$ cat src/rtl/register_tree_arbiter.sv
// Round-robin arbiter and sequencer in front of a register_tree replace-top port.
// Each grant pops the current tree top back to the requester and pushes the
// requester's item in its place, then holds off further grants until the tree
// has settled. Optional build macro: REGISTER_TREE_ARB_STATS_EN adds a 32-bit
// replace_count output counting ISSUE cycles since reset.
module register_tree_arbiter #(
    parameter int unsigned NUM_REQ       = 4,
    parameter int unsigned DATA_WIDTH    = 32,
    parameter int unsigned SETTLE_CYCLES = 3,
    parameter int unsigned INIT_CYCLES   = 4,
    parameter int unsigned ID_WIDTH      = $clog2(NUM_REQ)
) (
    input  logic                          clk,
    input  logic                          rst,
    input  logic [NUM_REQ-1:0]            req_valid,
    input  logic [NUM_REQ*DATA_WIDTH-1:0] req_item,
    output logic [NUM_REQ-1:0]            req_ready,
    output logic                          resp_valid,
    output logic [DATA_WIDTH-1:0]         resp_item,
    output logic [ID_WIDTH-1:0]           resp_id,
    output logic                          tree_replace,
    output logic [DATA_WIDTH-1:0]         tree_new_item,
    input  logic [DATA_WIDTH-1:0]         tree_top_item,
    output logic                          busy
`ifdef REGISTER_TREE_ARB_STATS_EN
    ,
    output logic [31:0]                   replace_count
`endif
);

    // One shared down-counter serves both the INIT and SETTLE waits.
    localparam int unsigned CntMax = (INIT_CYCLES > SETTLE_CYCLES) ? INIT_CYCLES : SETTLE_CYCLES;
    localparam int unsigned CntW   = (CntMax > 1) ? $clog2(CntMax) : 1;

    typedef enum logic [1:0] {StInit, StIdle, StIssue, StSettle} state_e;

    state_e                  state_q, state_d;
    logic [CntW-1:0]         cnt_q, cnt_d;
    logic [ID_WIDTH-1:0]     rr_ptr_q, rr_ptr_d;
    logic [ID_WIDTH-1:0]     winner;
    logic                    any_req;
    logic                    handshake;
    logic [DATA_WIDTH-1:0]   resp_item_q;
    logic [ID_WIDTH-1:0]     resp_id_q;
    logic [DATA_WIDTH-1:0]   new_item_q;
    logic [ID_WIDTH:0]       idx;

    // Round-robin search: first valid request at or after rr_ptr, wrapping.
    always_comb begin
        any_req = 1'b0;
        winner  = '0;
        idx     = '0;
        for (int k = 0; k < NUM_REQ; k++) begin
            idx = {1'b0, rr_ptr_q} + (ID_WIDTH + 1)'(k);
            if (idx >= (ID_WIDTH + 1)'(NUM_REQ)) begin
                idx = idx - (ID_WIDTH + 1)'(NUM_REQ);
            end
            if (!any_req && req_valid[idx[ID_WIDTH-1:0]]) begin
                any_req = 1'b1;
                winner  = idx[ID_WIDTH-1:0];
            end
        end
    end

    assign handshake = (state_q == StIdle) && any_req;

    // Grant is combinational from req_valid, and only ever in IDLE.
    always_comb begin
        req_ready = '0;
        if (handshake) begin
            req_ready[winner] = 1'b1;
        end
    end

    // Next-state logic for the INIT/IDLE/ISSUE/SETTLE sequencer.
    always_comb begin
        state_d  = state_q;
        cnt_d    = cnt_q;
        rr_ptr_d = rr_ptr_q;
        unique case (state_q)
            StInit: begin
                if (cnt_q == '0) state_d = StIdle;
                else             cnt_d   = cnt_q - CntW'(1);
            end
            StIdle: begin
                if (any_req) begin
                    state_d  = StIssue;
                    rr_ptr_d = (winner == ID_WIDTH'(NUM_REQ - 1)) ? '0 : winner + ID_WIDTH'(1);
                end
            end
            StIssue: begin
                cnt_d   = CntW'(SETTLE_CYCLES - 1);
                state_d = StSettle;
            end
            StSettle: begin
                if (cnt_q == '0) state_d = StIdle;
                else             cnt_d   = cnt_q - CntW'(1);
            end
            default: state_d = StInit;
        endcase
    end

    // State register; reset holds the INIT counter at its load value.
    always_ff @(posedge clk) begin
        if (rst) begin
            state_q  <= StInit;
            cnt_q    <= CntW'(INIT_CYCLES - 1);
            rr_ptr_q <= '0;
        end else begin
            state_q  <= state_d;
            cnt_q    <= cnt_d;
            rr_ptr_q <= rr_ptr_d;
        end
    end

    // Capture the pushed item, the winner and the popped top at the handshake.
    always_ff @(posedge clk) begin
        if (rst) begin
            resp_item_q <= '0;
            resp_id_q   <= '0;
            new_item_q  <= '0;
        end else if (handshake) begin
            resp_item_q <= tree_top_item;
            resp_id_q   <= winner;
            new_item_q  <= req_item[winner*DATA_WIDTH +: DATA_WIDTH];
        end
    end

    assign tree_replace  = (state_q == StIssue);
    assign resp_valid    = (state_q == StIssue);
    assign resp_item     = resp_item_q;
    assign resp_id       = resp_id_q;
    assign tree_new_item = new_item_q;
    assign busy          = (state_q != StIdle);

`ifdef REGISTER_TREE_ARB_STATS_EN
    logic [31:0] replace_count_q;

    // Count ISSUE cycles; wraps naturally at 2^32.
    always_ff @(posedge clk) begin
        if (rst) begin
            replace_count_q <= '0;
        end else if (state_q == StIssue) begin
            replace_count_q <= replace_count_q + 32'd1;
        end
    end

    assign replace_count = replace_count_q;
`endif

endmodule

$ cat config.mk
export PLATFORM = sky130hd
export DESIGN_NAME = register_tree_arbiter
export DESIGN_NICKNAME = d
export VERILOG_FILES = /design/src/rtl/register_tree_arbiter.sv
export SDC_FILE = /design/constraint.sdc
export NUM_CORES = 1
export LEC_CHECK = 0
export CORE_MARGIN = 5
export CORE_UTILIZATION = 33
export DETAILED_ROUTE_END_ITERATION = 12
export GPL_ROUTABILITY_DRIVEN = 0
export GPL_TIMING_DRIVEN = 1
export PLACE_DENSITY = 0.88
export SETUP_SLACK_MARGIN = 0.2
export SYNTH_ARGS = -nofsm -noshare
export SYNTH_HDL_FRONTEND = slang
export SYNTH_SLANG_ARGS = --single-unit
$ cat constraint.sdc
create_clock -name clk -period 1.9 [get_ports clk]
set_clock_uncertainty 0.05 [all_clocks]
set_input_delay 0.38 -clock clk [delete_from_list [all_inputs] [get_ports clk]]
set_output_delay 0.38 -clock clk [all_outputs]
set_load 0.005 [all_outputs]
After elaboration in Yosys (flattened, before gate mapping)
Index checks and enable logic that the tools add are counted.

word-level totals
  bits of input ports = 166
  memories = 0
  memory bits (read-only) = 0
  logic and storage cells = 78
  output and inout bits = 73
  memory bits (writable) = 0
  register bits = 72
  bits in latches = 0

cells by class
  shift operators = 1
  reductions and logical operators = 15
  muxes and demuxes = 29
  eq/ne operators = 8
  $mul = 0
  bitwise operators = 0
  $lt $le $gt $ge = 10
  $add $sub $neg = 9
  div/mod/pow operators = 0

operator list
  cell                   count
  $shiftx A128 B8 Y32    1
  $mux W2                12
  $lt A2 B3 Y1 const B   5
  $sub A2 B1 Y2 const B  5
  $ge A3 B3 Y1 const B   3
  $mux W1                9
  $bmux W1 S2            4
  $add A2 B2 Y3 const B  2
  $eq A2 B2 Y1 const B   3
  $pmux W2 S3            1
  $reduce_and A2 Y1      3
  $logic_and A1 B1 Y1    5
  $logic_not A2 Y1       2
  $mux W4                1
  $ne A2 B1 Y1 const B   2
  $ne A2 B2 Y1 const B   2
  $pmux W2 S2            1
  $add A2 B1 Y3 const B  1
  $ge A2 B3 Y1 const B   1
  $logic_not A1 Y1       3
  $add A2 B1 Y2 const B  1
  $demux W1 S2           1
  $eq A2 B1 Y1 const B   1
  $ge A2 B1 Y1 const B   1
  2 further kinds        2

Depth between registers and ports, before layout
Gate-level depths: netlist of the first run.

  depth after elaboration = 19
  depth in mapped cells = 8
  depth with buffers taken out = 7

Worst setup path after synthesis of the first run
OpenSTA, ideal clock, no wires.

  path type = input -> output
  start = input port req_valid[0]
  end = output port req_ready[3]
  data required time = 1470 ps
  path buffers = 2
  slack = -59 ps
  arrival = 1529 ps
  stages on the path = 5
  cells stage by stage = nor4_1 nor2_1 clkbuf_1 clkbuf_1 and2_1

on the way
  word-level cells in the longest chain between the ends = 17
  elaborated cells between the ends (all ways) = 29
  those cells by class = order compare (2); mux (19); reduce/logical (8)

ends and longest elaborated chain
  item                                                                RTL line  source
  start, declared                                                     15        input logic [NUM_REQ-1:0] req_valid,
  $bmux W1 S2                                                         58        if (!any_req && req_valid[idx[ID_WIDTH-1:0]]) begin
  $mux W1 (implied by the code)                                       58
  $mux W1                                                             58
  $logic_not A1 Y1                                                    58
  $logic_and A1 B1 Y1                                                 58
  $mux W1                                                             58
  $logic_not A1 Y1                                                    58
  $logic_and A1 B1 Y1                                                 58
  $mux W1                                                             58
  $logic_not A1 Y1                                                    58
  $logic_and A1 B1 Y1                                                 58
  $mux W2                                                             58
  $lt A2 B3 Y1 (implied by the code) or $ge A2 B1 Y1 (tied branches)  71        req_ready[winner] = 1'b1;
  $logic_and A1 B1 Y1 (implied by the code)                           71
  $mux W1 (implied by the code)                                       71
  $demux W1 S2                                                        71
  $mux W4 *                                                           70        if (handshake) begin
  end, declared                                                       17        output logic [NUM_REQ-1:0] req_ready,

Every way passes the cells marked *; elsewhere a longest branch is shown, timed or not. The select of a mux whose other input is x is not followed.

Worst setup path after layout of the first run
  start = register rr_ptr_q[1]
  end = register new_item_q[11] (netlist: tree_new_item[11])

on the way
  word-level cells in the longest chain between the ends = 15
  elaborated cells between the ends (all ways) = 39
  those cells by class = add/sub (7); order compare (4); shift (1); mux (20); reduce/logical (7)

ends and longest elaborated chain
  item                                                    RTL line  source
  start, declared                                         39        logic [ID_WIDTH-1:0] rr_ptr_q, rr_ptr_d;
  start signal, assigned                                  112       rr_ptr_q <= rr_ptr_d;
  branches (longest 15 deep; another with $add A2 B1 Y3)  --
  end signal, assigned                                    125       new_item_q <= req_item[winner*DATA_WIDTH +: DATA_WIDTH];
  end, declared                                           45        logic [DATA_WIDTH-1:0] new_item_q;

Several ways; the timed one is not identified. The select of a mux whose other input is x is not followed.
A chain may end at the register's enable or synchronous reset.

==> results of run 1 <==
## layout make-up
type / count / share of cell area (%)
timing repair buffer: 288 / 40.23
multi-input combinational: 277 / 35.56
sequential: 72 / 18.92
tap: 140 / 2.288
clock buffer: 10 / 1.667
clock inverter: 6 / 0.9150
inverter: 8 / 0.4248
## synthesized netlist by cell type (2+ instances only)
master    instances  area [um2]
or2_2             2       12.51
nand2b_1          2       12.51
clkbuf_1         12       45.04
a21oi_1          43       215.2
or3_1             3       18.77
buf_4             2       15.01
nor2b_1           2       12.51
ha_1              4       50.05
buf_2            14       70.07
nor2_1            5       18.77
dfxtp_1          72        1441
nand2_1         106       397.9
buf_12            3       60.06
mux2i_1          65       650.6
nor3_1            3       15.01
inv_1             7       26.28
o221ai_1          2       17.52
o221ai_2         30       450.4
o21ai_0           2       10.01
## repair_timing
| item | in CTS | in global routing |
|---|---|---|
| hold endpoints to repair | 0 | 0 |
| hold buffers | 0 | 0 |
| setup buffers | 14 | 3 |
| setup endpoints to repair | 73 | 82 |
| pin swaps | 9 | 2 |
| resized for setup | 130 | 76 |
| cloned | 7 | 1 |
## per-layer routing
metal	vias up	global-route usage [%]
li1	1922	-
met1	1906	22.43
met2	198	41.29
met3	38	7.981
met4	0	8.607
met5	-	0
## layout by cell type (no fill, tap or decap), drive strengths merged
master,netlist,final
bufinv,0,1
buf,20,54
or3,3,3
clkdlybuf4s50,0,219
nor2b,2,2
nand2,106,106
o221ai,32,32
dfxtp,72,72
inv,8,8
ha,4,4
o21ai,2,2
mux2i,65,65
nor2,5,5
a21oi,44,44
and3,1,1
clkinv,0,2
nand2b,2,2
o22ai,2,2
or2,2,2
nor3,3,3
clkbuf,12,12
clkdlybuf4s15,0,1
a211o,1,1
o21a,1,1
and2,1,1
nor4,1,1
clkinvlp,0,3
dlymetal6s2s,0,8
dlygate4sd2,0,4
## state kept, by name, summed over array words and instances, names as in the netlist
name           flops
resp_item         32
tree_new_item     32
cnt_q              2
resp_id            2
rr_ptr_q           2
state_q            2
## report_power, final
part | internal, mW | switching, mW
registers | 1.85 | 0.193
logic | 2.35 | 1.75
clock network | 0.612 | 0.619
## logic make-up (layout without fill, tap and decap cells)
kind of cell / after synthesis / in the layout / share of synthesized area, %
adder cells (fa/ha/maj): 4 / 4 / 1.384
AND/OR/NAND/NOR: 126 / 126 / 14.01
buffers and inverters: 40 / 312 / 6.399
flip-flops: 72 / 72 / 39.85
AO/OA/AOI/OAI: 82 / 82 / 20.37
multiplexers: 65 / 65 / 17.99
## how the worst max path moves through the flow
| stage | from | to | slack, ns | depth (start not counted) |
|---|---|---|---|---|
| floorplan | req_valid[0] | req_ready[3] | 0.19 | 5 |
| global placement | req_valid[0] | req_ready[3] | -0.77 | 8 |
| detailed placement | req_valid[2] | req_ready[1] | -0.88 | 6 |
| CTS | rr_ptr_q[1] | req_ready[3] | -0.23 | 7 |
| global route | rr_ptr_q[1] | tree_new_item[11] | -0.34 | 10 |
| finish | rr_ptr_q[1] | tree_new_item[11] | -0.25 | 10 |
## worst reg2reg max path: stages, from the launching register on
cell	delay [ns]
dfxtp_4	0.39
mux2i_2	0.22
o22ai_2	0.12
buf_4	0.17
nor2_4	0.11
buf_4	0.14
buf_12	0.13
buf_8	0.13
buf_16	0.16
mux2i_2	0.26
o221ai_2	0.14
==> impl_metrics.yaml, run 1 <==
global_routing:
  grt_pass1_vias: 4471
  antenna_found_initial: 0
  grt_pass1_wl_mm: 22.96
  grt_use_total_pct: 22.20
  overflow: 0
  grt_max_degree: 35
final_layout:
  nets: 826
  fin_cells: 801
  regArea_um2: 1449
  final_util_pct: 70.95
  fin_area_um2: 7657
  area_growth_pct: 111.7
  nFillCells: 688
  multi_input_area_um2: 2723
  diodes: 0
  drive_gt1_share_pct: 29.05
floorplan:
  core_area_um2: 10790
  dieArea_um2: 13150
  initial_core_util_pct: 33.51
  row_count: 38
  die_w_um: 114.7
  ios: 239
  die_y_um: 114.7
detailed_routing:
  routed-wl-met2_mm: 8.614
  viasPerCell: 5.074
  top_layer: "met4"
  drt_iter0_drc: 198
  ant_nets: 0
  wl_mm: 16.37
  vias: 4064
  met3_wirelength_mm: 1.595
  met1_length_mm: 5.685
  first_pass_iters: 4
  wl_per_cell_um: 20.43
  drc: 0
timing:
  timing.final.crit_share_pct: 113.0
  layout_min_cycle_time_ns: 2.147
  whs_ns: 0.4104
  final.setup.tns_ns: -6.830
  setup_viol: 36
  tightest_slew_ns: 0.3858
  slew_headroom_pct: 74.09
  grt_setup_unrepaired: "yes"
  fin_ws_ns: -0.2475
  max_freq_ghz: 0.4657
  finalMaxSlewViolations: 0
  final-hold-violation-count: 0
clock_tree:
  clkSinkCount: 72
  clock-root-buffer: "clkbuf_8"
  clock_tree.buffer_depth: 2
  cts_tree: "done"
  numCtsBuffers: 9
  htreeDepth: 3
  clk_latency_ns: 0.33
  clk_pin_slew_worst_paths_ns: 0.08
synth:
  synth-edff-count: 0
  seq_area_frac_synth_pct: 39.85
  avgSynthCellArea_um2: 9.299
  async_reset_ff_share_pct: 0
  syn_area_um2: 3617
  syn-num-nets: 559
  synth_cell_types: 29
  synth_flop_cell: "dfxtp_1"
  ys_warn_count: 0
  ys_ff_latch: 72
  syn_inst: 389
min_path:
  whs_path_depth: 2
  holdCritStartpoint: "resp_item[29]"
  min_path_type: "flip-flop to flip-flop"
  min_to: "resp_item[29]"
critical_path:
  endpoint_kind: "flip-flop"
  crit_chain: "mux2i_2 -> o22ai_2 -> buf_4 -> nor2_4 -> buf_4 -> buf_12 -> buf_8 -> buf_16 -> mux2i_2 -> o221ai_2"
  worstRegToRegCells: 10
  required_ns: 2.06
  worstPathArrival_ns: 2.31
  cp-start-kind: "flip-flop"
  r2r_end: "tree_new_item[11]"
  r2r-start: "rr_ptr_q[1]"
  rrSetupSlack_ns: -0.25
  crit_type: "flip-flop to flip-flop"
  cp_slowest_cell: "dfxtp_4"
  crit_buf_inv: 5
  path_max_fanout: 7
  slowest_delay_ns: 0.39
  crit_family: "buffers and inverters"
power_and_ir_drop:
  p_leak_nw: 2.815
  peakVddDrop_uv: 598.5
  total_power_mw: 7.375
  power_density_nw_per_um2: 963.2
placement:
  portBuffers: 238
  dpl.cell_count: 760
  pre_cts_slack_ns: -0.8787
  placed_cell_area_um2: 6242
  dp_hpwl_mm: 10.12
run_status:
  status: "finished, violations left"
  violations: "negative setup slack"
flow_run:
  drv_cap: 0
Power figures use the tool's default switching activity.
==> inputs of run 2 (changes only) <==
Settings changed: CORE_ASPECT_RATIO set to 1.25, CTS_CLUSTER_SIZE set to 12.
==> impl_metrics.yaml, run 2 (synthesis gave the netlist of run 1 again) <==
run_status:
  status: "finished, violations left"
  violations: "negative setup slack"
timing:
  tightest_slew_ns: 0.4509
  layout_min_cycle_time_ns: 2.185
  final-hold-violation-count: 0
  finalMaxSlewViolations: 0
  setup_viol: 36
  fin_ws_ns: -0.2851
  timing.final.crit_share_pct: 115.0
  max_freq_ghz: 0.4576
  slew_headroom_pct: 69.62
  grt_setup_unrepaired: "yes"
clock_tree:
  clk_latency_ns: 0.33
  cts_tree: "done"
  clock-root-buffer: "clkbuf_16"
  cts_hold_buf: 0
  clock_tree.buffer_depth: 2
  clk_pin_slew_worst_paths_ns: 0.06
  clkSinkCount: 72
  numCtsBuffers: 9
  htreeDepth: 3
power_and_ir_drop:
  power_density_nw_per_um2: 1033
  p_leak_nw: 2.814
  peakVddDrop_uv: 861.6
min_path:
  min_path_type: "flip-flop to flip-flop"
  whs_path_depth: 2
final_layout:
  fin_area_um2: 7752
  most-common-layout-cells: "clkdlybuf4s50_1 (226), nand2_1 (105), dfxtp_1 (68)"
  area_growth_pct: 114.3
  layout_commonest_cell: "clkdlybuf4s50_1"
  drive_gt1_share_pct: 29.34
  nFillCells: 674
  diodes: 0
  nets: 833
detailed_routing:
  ant_nets: 0
  viasPerCell: 5.243
  wl_per_cell_um: 22.05
  first_pass_iters: 4
  vias: 4194
  drt_iter0_drc: 143
  wl_mm: 17.64
  drc: 0
critical_path:
  worstPathArrival_ns: 1.76
  worstRegToRegCells: 10
  slowest_delay_ns: 0.33
  cp-start-kind: "primary input"
  crit_buf_inv: 4
  path_depth: 9
  required_ns: 1.47
  endpoint_kind: "output port"
  cp_slowest_cell: "clkdlybuf4s15_2"
  crit_type: "primary input to output port"
  crit_family: "buffers and inverters"
  crit_chain: "clkdlybuf4s15_2 -> a21oi_2 -> o21a_1 -> o22ai_2 -> inv_2 -> buf_4 -> nand2_1 -> nor2_2 -> buf_2"
  path_max_fanout: 5
global_routing:
  overflow: 0
  grt_max_degree: 41
  grt_use_total_pct: 23.53
  grt_pass1_wl_mm: 24.72
  grt_pass1_vias: 4471
  antenna_found_initial: 0
floorplan:
  core_area_um2: 10670
  ios: 239
  die_w_um: 103.6
  dieArea_um2: 13170
  die_y_um: 127.1
  initial_core_util_pct: 33.91
  row_count: 42
placement:
  dp_hpwl_mm: 10.62
  placed_cell_area_um2: 6262
  portBuffers: 238
  pre_cts_slack_ns: -0.9289
flow_run:
  drv_cap: 0
[run 2: what timing repair did]
item | CTS | global route
endpoints found under the setup margin | 75 | 73
pin swaps | 10 | 2
buffers inserted | 16 | 0
resized for setup | 119 | 62
hold endpoints to repair | 0 | 0
cloned | 7 | 5
[run 2: area by class of cell]
cell class	count	area [um2]	share of cell area [%]
inverter	8	30.03	0.3873
sequential	72	1449	18.69
tap	132	165.2	2.130
clock buffer	10	239.0	3.083
multi-input combinational	277	2619	33.78
timing repair buffer	295	3176	40.96
clock inverter	6	75.07	0.9684
[run 2: through the flow]
stage | util [%] | std cells | setup TNS (ns) | power [mW] | hold WS (ns)
floorplan | - | 389 | 0 | 3.503 | 0.3951
global placement | 58.70 | 756 | -33.87 | 4.854 | 0.3908
detailed placement | 58.70 | 756 | -40.86 | 4.973 | 0.3955
CTS | 68.34 | 795 | -4.964 | 7.504 | 0.4045
global route | 72.67 | 800 | -10.43 | 8.402 | 0.4319
finish | 72.67 | 800 | -8.420 | 8.009 | 0.4057
[run 2: worst register-to-register path: stages (launching register included)]
cell and delay (ns):
dfxtp_4 0.40, mux2i_4 0.26, o22ai_4 0.10, buf_4 0.15, nor2_4 0.13, buf_4 0.14
buf_12 0.14, buf_6 0.14, buf_16 0.13, mux2i_1 0.28, o221ai_2 0.15
[run 2: path summary, 6_finish.rpt]
kind / startpoint / slack (ns) / to
hold / removal: resp_item[28] / 0.41 / resp_item[28]
setup / recovery: req_valid[0] / -0.29 / req_ready[2]
setup reg to reg: rr_ptr_q[1] / -0.28 / tree_new_item[20]
hold reg to reg: resp_item[28] / 0.41 / resp_item[28]
[run 2: per-layer routing]
metal	vias up	share of wire, %	wire [um]	global-route usage (%)
li1	1930	-	-	-
met4	0	2.0	350	7.645
met2	228	54	9602	42.98
met1	2011	35	6205	24.96
met5	-	0	0	0
met3	25	8.4	1481	8.628
[run 2: report_power, final]
group	switching [mW]	internal, mW	total [mW]
sequential	0.199	1.85	2.05
clock	0.709	1.07	1.78
combinational	1.76	2.41	4.17
